[src/rtl/hcms_29xx_serial.sv]
// Byte-to-serial driver for an HCMS-29xx dot-matrix display: shifts bytes MSB-first on DIN/CLK,
// frames with CE/RS, and sequences the display reset. Define HCMS_BLANK_CTRL_EN for BLANK_i.
module hcms_29xx_serial #(
  parameter int unsigned CLK_DIV     = 6,
  parameter int unsigned FRAME_BYTES = 20,
  parameter int unsigned RST_CYCLES  = 16
) (
  input  logic       CLK_i,
  input  logic       RSTN_i,
`ifdef HCMS_BLANK_CTRL_EN
  input  logic       BLANK_i,
`endif
  input  logic [7:0] DATA_i,
  input  logic       DATA_LOAD,
  input  logic       RS_i,
  output logic       READY_o,
  output logic       HCMS_DIN_o,
  output logic       HCMS_CLK_o,
  output logic       HCMS_RS_o,
  output logic       HCMS_CE_o,
  output logic       HCMS_BL_o,
  output logic       HCMS_RST_o
);

  localparam int unsigned DivW    = (CLK_DIV > 1) ? $clog2(CLK_DIV) : 1;
  localparam int unsigned PorW    = (RST_CYCLES > 1) ? $clog2(RST_CYCLES) : 1;
  localparam int unsigned CntW    = $clog2(FRAME_BYTES + 1);
  localparam int unsigned DivLast = (CLK_DIV > 0) ? CLK_DIV - 1 : 0;
  localparam int unsigned PorLast = (RST_CYCLES > 0) ? RST_CYCLES - 1 : 0;

  typedef enum logic [2:0] {
    StPor,
    StIdle,
    StShift,
    StWait,
    StLatchLo,
    StLatchHi
  } state_e;

  state_e          state_q, state_d;
  logic [PorW-1:0] por_cnt_q, por_cnt_d;
  logic [DivW-1:0] div_cnt_q, div_cnt_d;
  logic            half_q, half_d;
  logic [2:0]      bit_cnt_q, bit_cnt_d;
  logic [CntW-1:0] byte_cnt_q, byte_cnt_d;
  logic [7:0]      sreg_q, sreg_d;
  logic            rs_q, rs_d;
  logic            clk_pin_q, clk_pin_d;
  logic            ce_pin_q, ce_pin_d;
  logic            rst_pin_q, rst_pin_d;
  logic            accept;
  logic            div_last;

  assign READY_o  = (state_q == StIdle) || (state_q == StWait);
  assign accept   = READY_o && DATA_LOAD;
  assign div_last = (div_cnt_q == DivW'(DivLast));

  always_ff @(posedge CLK_i or negedge RSTN_i) begin
    if (!RSTN_i) begin
      state_q    <= StPor;
      por_cnt_q  <= '0;
      div_cnt_q  <= '0;
      half_q     <= 1'b0;
      bit_cnt_q  <= '0;
      byte_cnt_q <= '0;
      sreg_q     <= '0;
      rs_q       <= 1'b0;
      clk_pin_q  <= 1'b0;
      ce_pin_q   <= 1'b1;
      rst_pin_q  <= 1'b0;
    end else begin
      state_q    <= state_d;
      por_cnt_q  <= por_cnt_d;
      div_cnt_q  <= div_cnt_d;
      half_q     <= half_d;
      bit_cnt_q  <= bit_cnt_d;
      byte_cnt_q <= byte_cnt_d;
      sreg_q     <= sreg_d;
      rs_q       <= rs_d;
      clk_pin_q  <= clk_pin_d;
      ce_pin_q   <= ce_pin_d;
      rst_pin_q  <= rst_pin_d;
    end
  end

  always_comb begin
    state_d    = state_q;
    por_cnt_d  = por_cnt_q;
    div_cnt_d  = div_cnt_q;
    half_d     = half_q;
    bit_cnt_d  = bit_cnt_q;
    byte_cnt_d = byte_cnt_q;
    sreg_d     = sreg_q;
    rs_d       = rs_q;
    case (state_q)
      StPor: begin
        if (por_cnt_q == PorW'(PorLast)) begin
          state_d = StIdle;
        end else begin
          por_cnt_d = por_cnt_q + PorW'(1);
        end
      end
      StIdle: begin
        if (accept) begin
          sreg_d     = DATA_i;
          rs_d       = RS_i;
          byte_cnt_d = CntW'(1);
          div_cnt_d  = '0;
          half_d     = 1'b0;
          bit_cnt_d  = '0;
          state_d    = StShift;
        end
      end
      StShift: begin
        if (div_last) begin
          div_cnt_d = '0;
          if (!half_q) begin
            half_d = 1'b1;
          end else begin
            // Shift only at the end of a high half so DIN is stable across the rising edge.
            half_d = 1'b0;
            sreg_d = {sreg_q[6:0], 1'b0};
            if (bit_cnt_q == 3'd7) begin
              bit_cnt_d = '0;
              if (rs_q || (byte_cnt_q == CntW'(FRAME_BYTES))) begin
                state_d = StLatchLo;
              end else begin
                state_d = StWait;
              end
            end else begin
              bit_cnt_d = bit_cnt_q + 3'd1;
            end
          end
        end else begin
          div_cnt_d = div_cnt_q + DivW'(1);
        end
      end
      StWait: begin
        if (accept) begin
          sreg_d     = DATA_i;
          byte_cnt_d = byte_cnt_q + CntW'(1);
          state_d    = StShift;
        end
      end
      StLatchLo: begin
        if (div_last) begin
          div_cnt_d = '0;
          state_d   = StLatchHi;
        end else begin
          div_cnt_d = div_cnt_q + DivW'(1);
        end
      end
      StLatchHi: begin
        if (div_last) begin
          div_cnt_d  = '0;
          byte_cnt_d = '0;
          state_d    = StIdle;
        end else begin
          div_cnt_d = div_cnt_q + DivW'(1);
        end
      end
      default: state_d = StPor;
    endcase
  end

  // Pin levels are decoded from the next state and registered, so the pins never glitch.
  always_comb begin
    clk_pin_d = (state_d == StShift) && half_d;
    ce_pin_d  = !((state_d == StShift) || (state_d == StWait) || (state_d == StLatchLo));
    rst_pin_d = (state_d != StPor);
  end

  assign HCMS_DIN_o = sreg_q[7];
  assign HCMS_CLK_o = clk_pin_q;
  assign HCMS_RS_o  = rs_q;
  assign HCMS_CE_o  = ce_pin_q;
  assign HCMS_RST_o = rst_pin_q;

`ifdef HCMS_BLANK_CTRL_EN
  logic bl_q, bl_d;

  always_comb begin
    bl_d = (state_q == StPor) ? 1'b1 : BLANK_i;
  end

  always_ff @(posedge CLK_i or negedge RSTN_i) begin
    if (!RSTN_i) begin
      bl_q <= 1'b1;
    end else begin
      bl_q <= bl_d;
    end
  end

  assign HCMS_BL_o = bl_q;
`else
  assign HCMS_BL_o = 1'b0;
`endif

endmodule

[config.mk]
export PLATFORM = sky130hd
export DESIGN_NAME = hcms_29xx_serial
export DESIGN_NICKNAME = d
export VERILOG_FILES = /design/src/rtl/hcms_29xx_serial.sv
export SDC_FILE = /design/constraint.sdc
export NUM_CORES = 1
export LEC_CHECK = 0
export BUFFER_PORTS_ARGS = -buffer_cell sky130_fd_sc_hd__buf_2
export CAP_MARGIN = 20
export CORE_MARGIN = 2
export CORE_UTILIZATION = 61
export CTS_CLUSTER_SIZE = 10
export DETAILED_ROUTE_END_ITERATION = 8
export PLACE_DENSITY_LB_ADDON = 0.15
export SLEW_MARGIN = 20
export SYNTH_ARGS = -nofsm -noshare
export SYNTH_HDL_FRONTEND = slang
export SYNTH_SLANG_ARGS = --single-unit
export TNS_END_PERCENT = 30
[constraint.sdc]
create_clock -name CLK_i -period 2.9 [get_ports CLK_i]
set_input_delay 0.435 -clock CLK_i [delete_from_list [all_inputs] [get_ports CLK_i]]
set_output_delay 0.435 -clock CLK_i [all_outputs]
set_load 0.05 [all_outputs]
-- Word level (Yosys, flattened, before mapping)
Cells that the tools add are included.
W data, S select, Z words.
- bits of input ports: 12
- bits in registers: 31
- logic and storage cells: 83
- output and inout bits: 7
- equality and inequality tests: 18
- $add $sub $neg: 4
- bitwise logic cells: 1
- muxes and demuxes: 28
- reductions and logical operators: 21
- operator list (cell ; count):
    $mux W3 ; 13
    $mux W8 ; 3
    $pmux W8 S2 ; 1
    $eq A3 B3 Y1 const B ; 5
    $mux W5 ; 3
    $pmux W3 S5 ; 1
    $pmux W5 S3 ; 1
    $eq A3 B2 Y1 const B ; 4
    $pmux W3 S2 ; 2
    $reduce_and A4 Y1 ; 3
    $ne A2 B2 Y1 const B ; 5
    $add A3 B1 Y3 const B ; 2
    $reduce_and A2 Y1 ; 3
    $reduce_bool A2 Y1 ; 3
    $reduce_bool A3 Y1 ; 2
    $add A5 B1 Y5 const B ; 1
    $eq A5 B5 Y1 const B ; 1
    $add A4 B1 Y4 const B ; 1
    $eq A4 B4 Y1 const B ; 1
    $logic_or A1 B1 Y1 ; 4
    $eq A3 B1 Y1 const B ; 1
    $logic_not A3 Y1 ; 1
    $mux W1 ; 3
    $reduce_or A3 Y1 ; 1
    6 further kinds ; 7

-- Logic depth before layout (Yosys ltp)
Gate-level depths: netlist of the first run.
- depth after elaboration: 11
- mapped depth: 7

-- Worst setup path before layout of the first run
Ideal clock, no wire load.
- kind: register to register
- start point: register state_q[2]
- end point: register sreg_q[7]
- path slack: 1218 ps
- stages on the path, launching flop included: 8
- period minus slack after synthesis: 1682 ps
- library setup time: 127 ps
- buffers on the path: 2
- arrival time: 1555 ps
- path through: dfrtp_1 nand2b_1 buf_2 inv_1 a22oi_2 buf_6 nand2_1 o21ai_0
- word-level cells in the longest chain between the ends: 5
- elaborated cells on any way between the ends: 12
- those cells by class: eq/ne (6); mux (1); reduce/logical (5)
- RTL lines (what ; RTL line ; source):
    from (decl) ; 40 ; state_e state_q, state_d;
    from (signal assigned) ; 60 ; state_q <= StPor;
    from (signal assigned) ; 72 ; state_q <= state_d;
    $eq A3 B1 Y1 or $eq A3 B2 Y1 (tied branches) ; 54 ; assign READY_o = (state_q == StIdle) || (state_q == StWait);
    $logic_or A1 B1 Y1 (*) ; 54 ;
    named net READY_o ; 16 ; output logic READY_o,
    $logic_and A1 B1 Y1 (*) ; 55 ; assign accept = READY_o && DATA_LOAD;
    $ne A2 B1 Y1 (no source line) (*) ; n/a ;
    $reduce_and A4 Y1 (no source line) (*) ; n/a ;
    to (signal assigned) ; 78 ; sreg_q <= sreg_d;
    to (decl) ; 46 ; logic [7:0] sreg_q, sreg_d;
The timed path passes the listed nets; every way through them passes the cells marked *.
A chain may end at the register's enable or synchronous reset.

-- Final worst setup path of the first run
- start point: register state_q[0]
- end point: output port READY_o
- word-level cells in the longest chain between the ends: 2
- elaborated cells on any way between the ends: 3
- those cells by class: eq/ne (2); reduce/logical (1)
- RTL lines (what ; RTL line):
    $eq A3 B1 Y1 or $eq A3 B2 Y1 (tied branches) ; 54
    $logic_or A1 B1 Y1 (*) ; 54
    to (decl) ; 16
Every way passes the cells marked *; elsewhere a longest branch is shown, timed or not.

==> summary.txt, run 1 <==
Run status
  • Status: completed

GRT
  • Met1 Resource Use GR: 25.8%
  • GRT Util Overall: 21.5%
  • GRT Max-Usage Layer: met2
  • M3 GR Usage: 6.28%
  • First-pass GRT wire length: 5.23 mm
  • M2 GR Usage: 36.3%
  • Vias in the first global route: 1208
  • Initial antenna violation count: 0
  • GRT overflow: 0
  • Pin count of the biggest net entering global routing: 32

Drt
  • Iteration-0 DRC count of the detailed router: 43
  • Total Wirelength: 2.97 mm
  • Per-cell routed wire length: 14.0 microns
  • Drt pass-1 iters: 4
  • DRC viols: 0
  • Final antenna-violating net count: 0
  • Via count: 1228
  • Avg Vias per Cell: 5.79

Synth
  • Cells after synthesis: 165
  • Area share of the largest cell type after synthesis: 45.3%
  • Largest cells by area after synthesis: dfrtp_1 (45%), o21ai_0 (5.4%), nand2_1 (4.3%)
  • Seq/Total Area, Yosys: 46.9%
  • Synth Flop Type: dfrtp_1
  • Mapped cell area: 1660 sq um
  • Syn nets: 182
  • Number of synthesized flops with an enable pin: 0
  • Yosys Warn Count: 0
  • Synth cell types: 43
  • Async S/R FF share, synth: 100%
  • Synth area leader: dfrtp_1
  • Synth Area per Inst: 10.0 sq um
  • Synthesized flop and latch total: 31

Power
  • Power per cell area: 972 nW/um^2
  • Combinational Power Share: 40.8%
  • Peak VDD IR: 0.000656 V
  • Power Total: 1.74 mW
  • Clock Power Share: 16.6%
  • Switching Share: 40.4%
  • Sequential Power Share: 42.6%
  • NetSw: 0.704 mW
  • Power Internal: 1.04 mW
  • Leakage: 0.861 nW

CTS
  • Root Driver: clkbuf_4
  • Clock sinks: 31
  • Cts bufs inserted: 5
  • Hold_buf cts: 0
  • CTS tree: yes
  • Post-CTS setup buffers: 0
  • Number of gates resized after cts: 0
  • Max H-tree Level: 2
  • Max Buffers Root-to-Sink: 2
  • Clock transition at path regs: 100 ps
  • Skew-Pair Late Insertion Delay: 330 ps

Timing
  • Final Skew: 10.3 ps
  • Worst Slack Setup Final: 695 ps
  • Final setup vio count: 0
  • RSZ-0062 raised after global routing: false
  • Slew Viols, Final: 0
  • Max Freq: 0.454 GHz
  • Setup TNS: 0 ps
  • Rel. slew slack: 55.8%
  • Tightest Pin Transition: 664 ps
  • Minimum clock period: 2200 ps
  • Final hold vios: 0
  • Period utilization: 76.0%

Die
  • Initial Util: 65.7%
  • Die height: 56.1 microns
  • Core area: 2520 sq um
  • Top-Level Pins: 19
  • FP Rows: 18
  • Die area: 3150 sq um
  • Die width: 56.1 microns

Cells and area
  • Multi-input logic area: 790 sq um
  • Area Overhead vs Synth: 8.08%
  • Fin nets: 198
  • Share of layout cells above drive strength 1: 22.5%
  • Diodes inserted: 0
  • Most common cell after layout, fill and taps aside: dfrtp_1
  • Finished Layout Cells: 212
  • Commonest non-fill, non-tap cells in the layout: dfrtp_1 (30), nand2_1 (19), o21ai_0 (18)
  • Final Cell Area: 1790 sq um
  • Fillers: 201
  • Reg area: 777 sq um

Setup path
  • Critical path class: reg2out
  • Slowest library cell on the worst path: dfrtp_1
  • CP required: 2470 ps
  • WP buf/inv: 2
  • CP Max Fanout: 11
  • Worst setup SP type: flip-flop
  • CP arrival: 1770 ps
  • CP top delay family: flip-flops
  • Critical path's largest stage delay: 580 ps
  • Crit-path cells: nand2b_1, inv_1, buf_2
  • CP endpoint kind: output port

Placement
  • Cell Area, Placed: 1720 sq um
  • # port buffers: 17
  • Hpwl dp: 2.18 mm
  • Placer congestion estimate: 0.795
  • Dpl ws: 864 ps
  • Placed cells: 204

Hold path
  • Worst Hold Class: in2async

Run
  • Max Cap Violations: 0
==> registers in the layout, summed over array words and instances (netlist names) <==
register,count
HCMS_RST_o,1
half_q,1
sreg_q,8
por_cnt_q,4
HCMS_RS_o,1
HCMS_CLK_o,1
byte_cnt_q,5
HCMS_CE_o,1
div_cnt_q,3
state_q,3
bit_cnt_q,3
==> synth_stat cells, drive strengths merged (2+ instances only) <==
cell    instances
mux2i           7
inv             8
nor2            9
a21oi           2
nor2b           4
nand2b          5
a22o            5
a22oi           2
nand3           6
and2            5
o21ai          18
xnor2           2
nand4           2
mux2            4
nand2          20
o31ai           3
o22ai           3
buf             8
dfrtp          30
and3            2
ha              5
==> layer usage <==
layer / share of wire (%) / vias up / wire length, microns
li1: - / 605 / -
met1: 42 / 574 / 1240
met2: 51 / 45 / 1510
met3: 6.3 / 4 / 187
met4: 1.0 / 0 / 30
met5: 0 / - / 0
==> cell families after synthesis <==
group,count (synthesis),synth area share [%]
other cells,1,0.226
compound gates,39,16.3
simple gates,59,18.8
fa+ha+maj,5,3.77
xor+xnor,3,1.59
buf+inv,16,5.51
mux,11,6.94
flops,31,46.9
==> layout make-up <==
class	instances	area share, %
Tap cell	30	2.09
Clock inverter	1	0.419
Sequential cell	31	43.4
Multi-Input combinational cell	118	44.1
Timing Repair Buffer	17	4.75
Inverter	8	1.68
Clock buffer	7	3.63
==> power by group through the flow <==
stage          combinational [mW]  clock, mW  sequential [mW]
4_1_cts                     0.721      0.293            0.743
5_1_grt                     0.799      0.312            0.766
2_1_floorplan               0.545          0            0.776
3_5_place_dp                0.714          0            0.753
6_report                    0.710      0.288            0.742
3_3_place_gp                0.676          0            0.739
==> per-stage QoR <==
step / utilization (%) / hold WS, ps
finish: 71.0 / 125
global route: 71.0 / 173
floorplan: - / 139
global placement: 68.2 / 461
CTS: 71.0 / 143
detailed placement: 68.2 / 469
==> path summary, 6_finish.rpt <==
path,from,end,slack (ps),cells past startpoint
max,state_q[0],READY_o,700,3
min,RSTN_i,bit_cnt_q[2],130,1
max reg2reg,state_q[2],sreg_q[3],860,4
min reg2reg,sreg_q[7],sreg_q[7],490,2
max in group asynchronous,RSTN_i,sreg_q[6],2350,1
min in group CLK_i,RS_i,HCMS_RS_o,330,2
(Power assumes the default switching activity.)
==> inputs of run 2 (changes only) <==
Settings changed: CORE_UTILIZATION 61 to 57.
Clock period 2.9 ns to 2.2 ns, I/O delays scaled along.
==> summary.txt, run 2 (same netlist as run 1, synthesis figures left out) <==
Die
  • FP Rows: 19
  • Top-Level Pins: 19
  • Die width: 57.9 microns
  • Die area: 3360 sq um
  • Initial Util: 60.1%
  • Die height: 57.9 microns
  • Core area: 2760 sq um

Cells and area
  • Diodes inserted: 0
  • Finished Layout Cells: 214
  • Max reg flops: 8
  • Fillers: 231
  • Commonest non-fill, non-tap cells in the layout: dfrtp_1 (30), nand2_1 (19), o21ai_0 (18)
  • Largest regs: sreg_q: 8 flops, byte_cnt_q: 5 flops, por_cnt_q: 4 flops
  • Most common cell after layout, fill and taps aside: dfrtp_1
  • Share of layout cells above drive strength 1: 23.0%
  • Fin nets: 199
  • Reg with most FFs: sreg_q
  • Area Overhead vs Synth: 9.43%

Drt
  • Final antenna-violating net count: 0
  • Via count: 1214
  • Avg Vias per Cell: 5.67
  • Drt pass-1 iters: 4
  • Total Wirelength: 2.92 mm
  • Iteration-0 DRC count of the detailed router: 56
  • Per-cell routed wire length: 13.6 microns
  • DRC viols: 0

Run status
  • Status: completed

GRT
  • Pin count of the biggest net entering global routing: 32
  • First-pass GRT wire length: 5.06 mm
  • GRT Util Overall: 19.9%
  • Vias in the first global route: 1184
  • Initial antenna violation count: 0
  • GRT overflow: 0

Timing
  • Tightest Pin Transition: 685 ps
  • Slew Viols, Final: 0
  • Final Skew: 2.88 ps
  • Minimum clock period: 1830 ps
  • Setup TNS: 0 ps
  • RSZ-0062 raised after global routing: false
  • Rel. slew slack: 54.3%
  • Period utilization: 83.3%
  • Final hold vios: 0
  • Max Freq: 0.546 GHz
  • Final setup vio count: 0

CTS
  • Max Buffers Root-to-Sink: 2
  • CTS tree: yes
  • Clock transition at path regs: 100 ps
  • Clock sinks: 31
  • Skew-Pair Late Insertion Delay: 330 ps
  • Max H-tree Level: 2
  • Cts bufs inserted: 5
  • Hold_buf cts: 0
  • Number of gates resized after cts: 0
  • Root Driver: clkbuf_4
  • Post-CTS setup buffers: 0

Placement
  • Hpwl dp: 2.09 mm
  • Placer congestion estimate: 0.794
  • # port buffers: 17
  • Placed cells: 206

Setup path
  • Worst setup SP type: flip-flop
  • CP Max Fanout: 12
  • Critical path class: reg2out
  • CP endpoint kind: output port
  • CP arrival: 1500 ps
  • CP required: 1870 ps

Power
  • Power per cell area: 1310 nW/um^2
  • Peak VDD IR: 0.00102 V
  • Leakage: 0.875 nW

Run
  • Max Cap Violations: 0

Hold path
  • Worst Hold Class: in2async
-- run 2: cell types whose count changed in the layout (fill, tap and decap cells not counted), sizes merged --
cell / delta
clkbuf: -1
clkinvlp: -1
bufinv: +1
buf: +1
clkinv: +1
-- run 2: worst max-delay path, cell delays in order, from the launching register on --
cell,delay [ps]
dfrtp_1,520
nand2b_1,230
inv_1,140
buf_2,280
-- run 2: final timing paths --
path / start / to / slack (ps) / cells after the start
min in group CLK_i: RS_i / HCMS_RS_o / 230 / 2
worst max register to register: byte_cnt_q[0] / HCMS_RST_o / 390 / 6
max in group asynchronous: RSTN_i / sreg_q[1] / 1730 / 1
worst max-delay path: state_q[2] / READY_o / 370 / 3
worst min-delay path: RSTN_i / sreg_q[6] / 30 / 1
worst min register to register: sreg_q[6] / sreg_q[6] / 490 / 2
-- run 2: layout make-up --
class	count	area (sq um)	share of cell area, %
Timing Repair Buffer	18	92.6	5.10
Tap cell	31	38.8	2.14
Clock inverter	2	35.0	1.93
Sequential cell	31	777	42.8
Multi-Input combinational cell	118	790	43.5
Clock buffer	6	51.3	2.83
Inverter	8	30.0	1.66
-- run 2: per-layer routing --
metal	global-route usage, %	up-vias	routed length [microns]
li1	-	608	-
met3	4.02	8	138
met1	26.8	570	1390
met4	11.3	0	67
met5	0	-	0
met2	30.0	28	1330
-- run 2: power breakdown --
| group | switching [mW] | internal (mW) | total [mW] |
|---|---|---|---|
| Sequential | 0.196 | 0.780 | 0.976 |
| Clock | 0.197 | 0.268 | 0.465 |
| Combinational | 0.527 | 0.404 | 0.931 |
-- run 2: through the flow --
| step | worst slack [ps] | cell area (sq um) | total power [mW] | utilization, % | hold WS [ps] |
|---|---|---|---|---|---|
| global route | 210 | 1810 | 2.55 | 65.8 | 80.0 |
| detailed placement | 399 | 1730 | 1.92 | 62.7 | 403 |
| finish | 368 | 1810 | 2.37 | 65.8 | 30.8 |
| global placement | 406 | 1730 | 1.88 | 62.7 | 391 |
| floorplan | 518 | 1660 | 1.74 | - | 34.4 |
| CTS | 346 | 1810 | 2.39 | 65.8 | 34.2 |
==> inputs of run 3 (changes only) <==
Clock period 2.2 ns to 1.9 ns, I/O delays scaled along.
==> summary.txt, run 3 (same netlist as run 1, synthesis figures left out) <==
CTS
  • Cts bufs inserted: 5
  • Max H-tree Level: 2
  • Hold_buf cts: 0
  • Root Driver: clkbuf_4
  • Number of gates resized after cts: 0
  • Clock transition at path regs: 100 ps
  • Clock sinks: 31
  • Max Buffers Root-to-Sink: 2
  • Skew-Pair Late Insertion Delay: 330 ps
  • CTS tree: yes
  • Post-CTS setup buffers: 0

Die
  • Top-Level Pins: 19
  • Die area: 3360 sq um
  • Initial Util: 60.1%
  • Die height: 57.9 microns
  • Die width: 57.9 microns
  • FP Rows: 19
  • Core area: 2760 sq um

Setup path
  • Worst setup SP type: flip-flop
  • Worst reg2reg startpoint: state_q[2]
  • Crit-path cells: nor3b_4, and2_2, a22oi_1, o21ai_0
  • Critical path's largest stage delay: 590 ps
  • CP endpoint kind: flip-flop
  • CP Max Fanout: 12
  • Slowest library cell on the worst path: dfrtp_1
  • Critical path class: reg2reg
  • CP required: 2090 ps
  • CP Launch Point: state_q[2]
  • CP arrival: 2040 ps

Cells and area
  • Fin nets: 202
  • Largest regs: sreg_q: 8 flops, byte_cnt_q: 5 flops, por_cnt_q: 4 flops
  • Final Core Density: 66.5%
  • Max reg flops: 8
  • Commonest non-fill, non-tap cells in the layout: dfrtp_1 (30), nand2_1 (19), o21ai_0 (18)
  • Diodes inserted: 0
  • Area Overhead vs Synth: 10.6%
  • Most common cell after layout, fill and taps aside: dfrtp_1
  • Reg with most FFs: sreg_q
  • Share of layout cells above drive strength 1: 23.7%

Power
  • Power per cell area: 1480 nW/um^2
  • Power Internal: 1.62 mW
  • NetSw: 1.10 mW
  • Power Total: 2.72 mW
  • Combinational Power Share: 42.3%
  • Clock Power Share: 16.1%
  • Switching Share: 40.4%
  • Sequential Power Share: 41.6%
  • Leakage: 0.879 nW
  • Peak VDD IR: 0.00115 V

Run status
  • Failing checks: hold timing
  • Status: finished with violations

Timing
  • Tightest Pin Transition: 681 ps
  • Hold WS: -22.1 ps
  • Max Freq: 0.541 GHz
  • Final hold vios: 30
  • Minimum clock period: 1850 ps
  • RSZ-0062 raised after global routing: true
  • Period utilization: 97.4%
  • Worst Slack Setup Final: 50.1 ps
  • Rel. slew slack: 54.6%
  • Final Skew: 7.46 ps
  • Slew Viols, Final: 0
  • Final setup vio count: 0
  • Setup TNS: 0 ps

Hold path
  • Worst Hold Class: in2async

Run
  • Max Cap Violations: 0

Drt
  • Drt pass-1 iters: 4
  • Iteration-0 DRC count of the detailed router: 59
  • Per-cell routed wire length: 14.3 microns
  • DRC viols: 0
  • Total Wirelength: 3.11 mm
  • Avg Vias per Cell: 5.78
  • Via count: 1255
  • Final antenna-violating net count: 0

Placement
  • # port buffers: 17
  • Dpl ws: 104 ps
  • Hpwl dp: 2.13 mm
  • Placer congestion estimate: 0.858

GRT
  • GRT overflow: 0
  • Pin count of the biggest net entering global routing: 32
  • Vias in the first global route: 1172
  • GRT Util Overall: 20.8%
  • First-pass GRT wire length: 5.25 mm
  • Initial antenna violation count: 0
-- run 3: changes by cell type in the layout (fill, tap and decap cells not counted), sizes merged --
cell    before  now
a22oi        2    3
clkinv       1    0
clkbuf       6    8
buf         18   20
bufinv       1    0
-- run 3: layout make-up --
type                       instances  area [sq um]
clock buffer                       8          68.8
fill                             216           925
inverter                           8          30.0
multi-input combinational        119           811
sequential                        31           777
tap                               31          38.8
timing repair buffer              20           108
-- run 3: worst paths after layout --
kind / slack (ps) / depth (start not counted) / end
max reg2reg: 50 / 4 / sreg_q[1]
min: -20 / 1 / HCMS_RST_o
max in group asynchronous: 1490 / 1 / div_cnt_q[0]
min in group CLK_i: 190 / 2 / HCMS_RS_o
max: 50 / 4 / sreg_q[1]
min reg2reg: 480 / 2 / sreg_q[7]
-- run 3: power by group through the flow --
stage,sequential [mW],clock (mW),combinational [mW]
2_1_floorplan,1.18,0,0.832
3_3_place_gp,1.12,0,1.08
3_5_place_dp,1.13,0,1.12
4_1_cts,1.12,0.446,1.13
5_1_grt,1.17,0.482,1.30
6_report,1.13,0.437,1.15
-- run 3: per-stage QoR --
step / area [sq um] / cells / hold WS (ps)
after floorplan: 1660 / 165 / -10.6
after global placement: 1740 / 208 / 349
final: 1830 / 217 / -22.1
after global routing: 1830 / 217 / 22.5
after detailed placement: 1740 / 208 / 364
after CTS: 1810 / 216 / 2.28
-- run 3: worst max-delay path, delay by kind of cell (launching register included) --
family	cells	cell delay (ps)
AO/OA/AOI/OAI	2	740
flip-flops	1	590
AND/OR/NAND/NOR	2	380
-- run 3: metal layers --
layer / GRT usage, % / vias up / routed length (microns)
met5: 0 / - / 0
met4: 6.64 / 0 / 43
met3: 6.70 / 6 / 142
met2: 34.1 / 28 / 1510
met1: 26.1 / 603 / 1410
li1: - / 618 / -
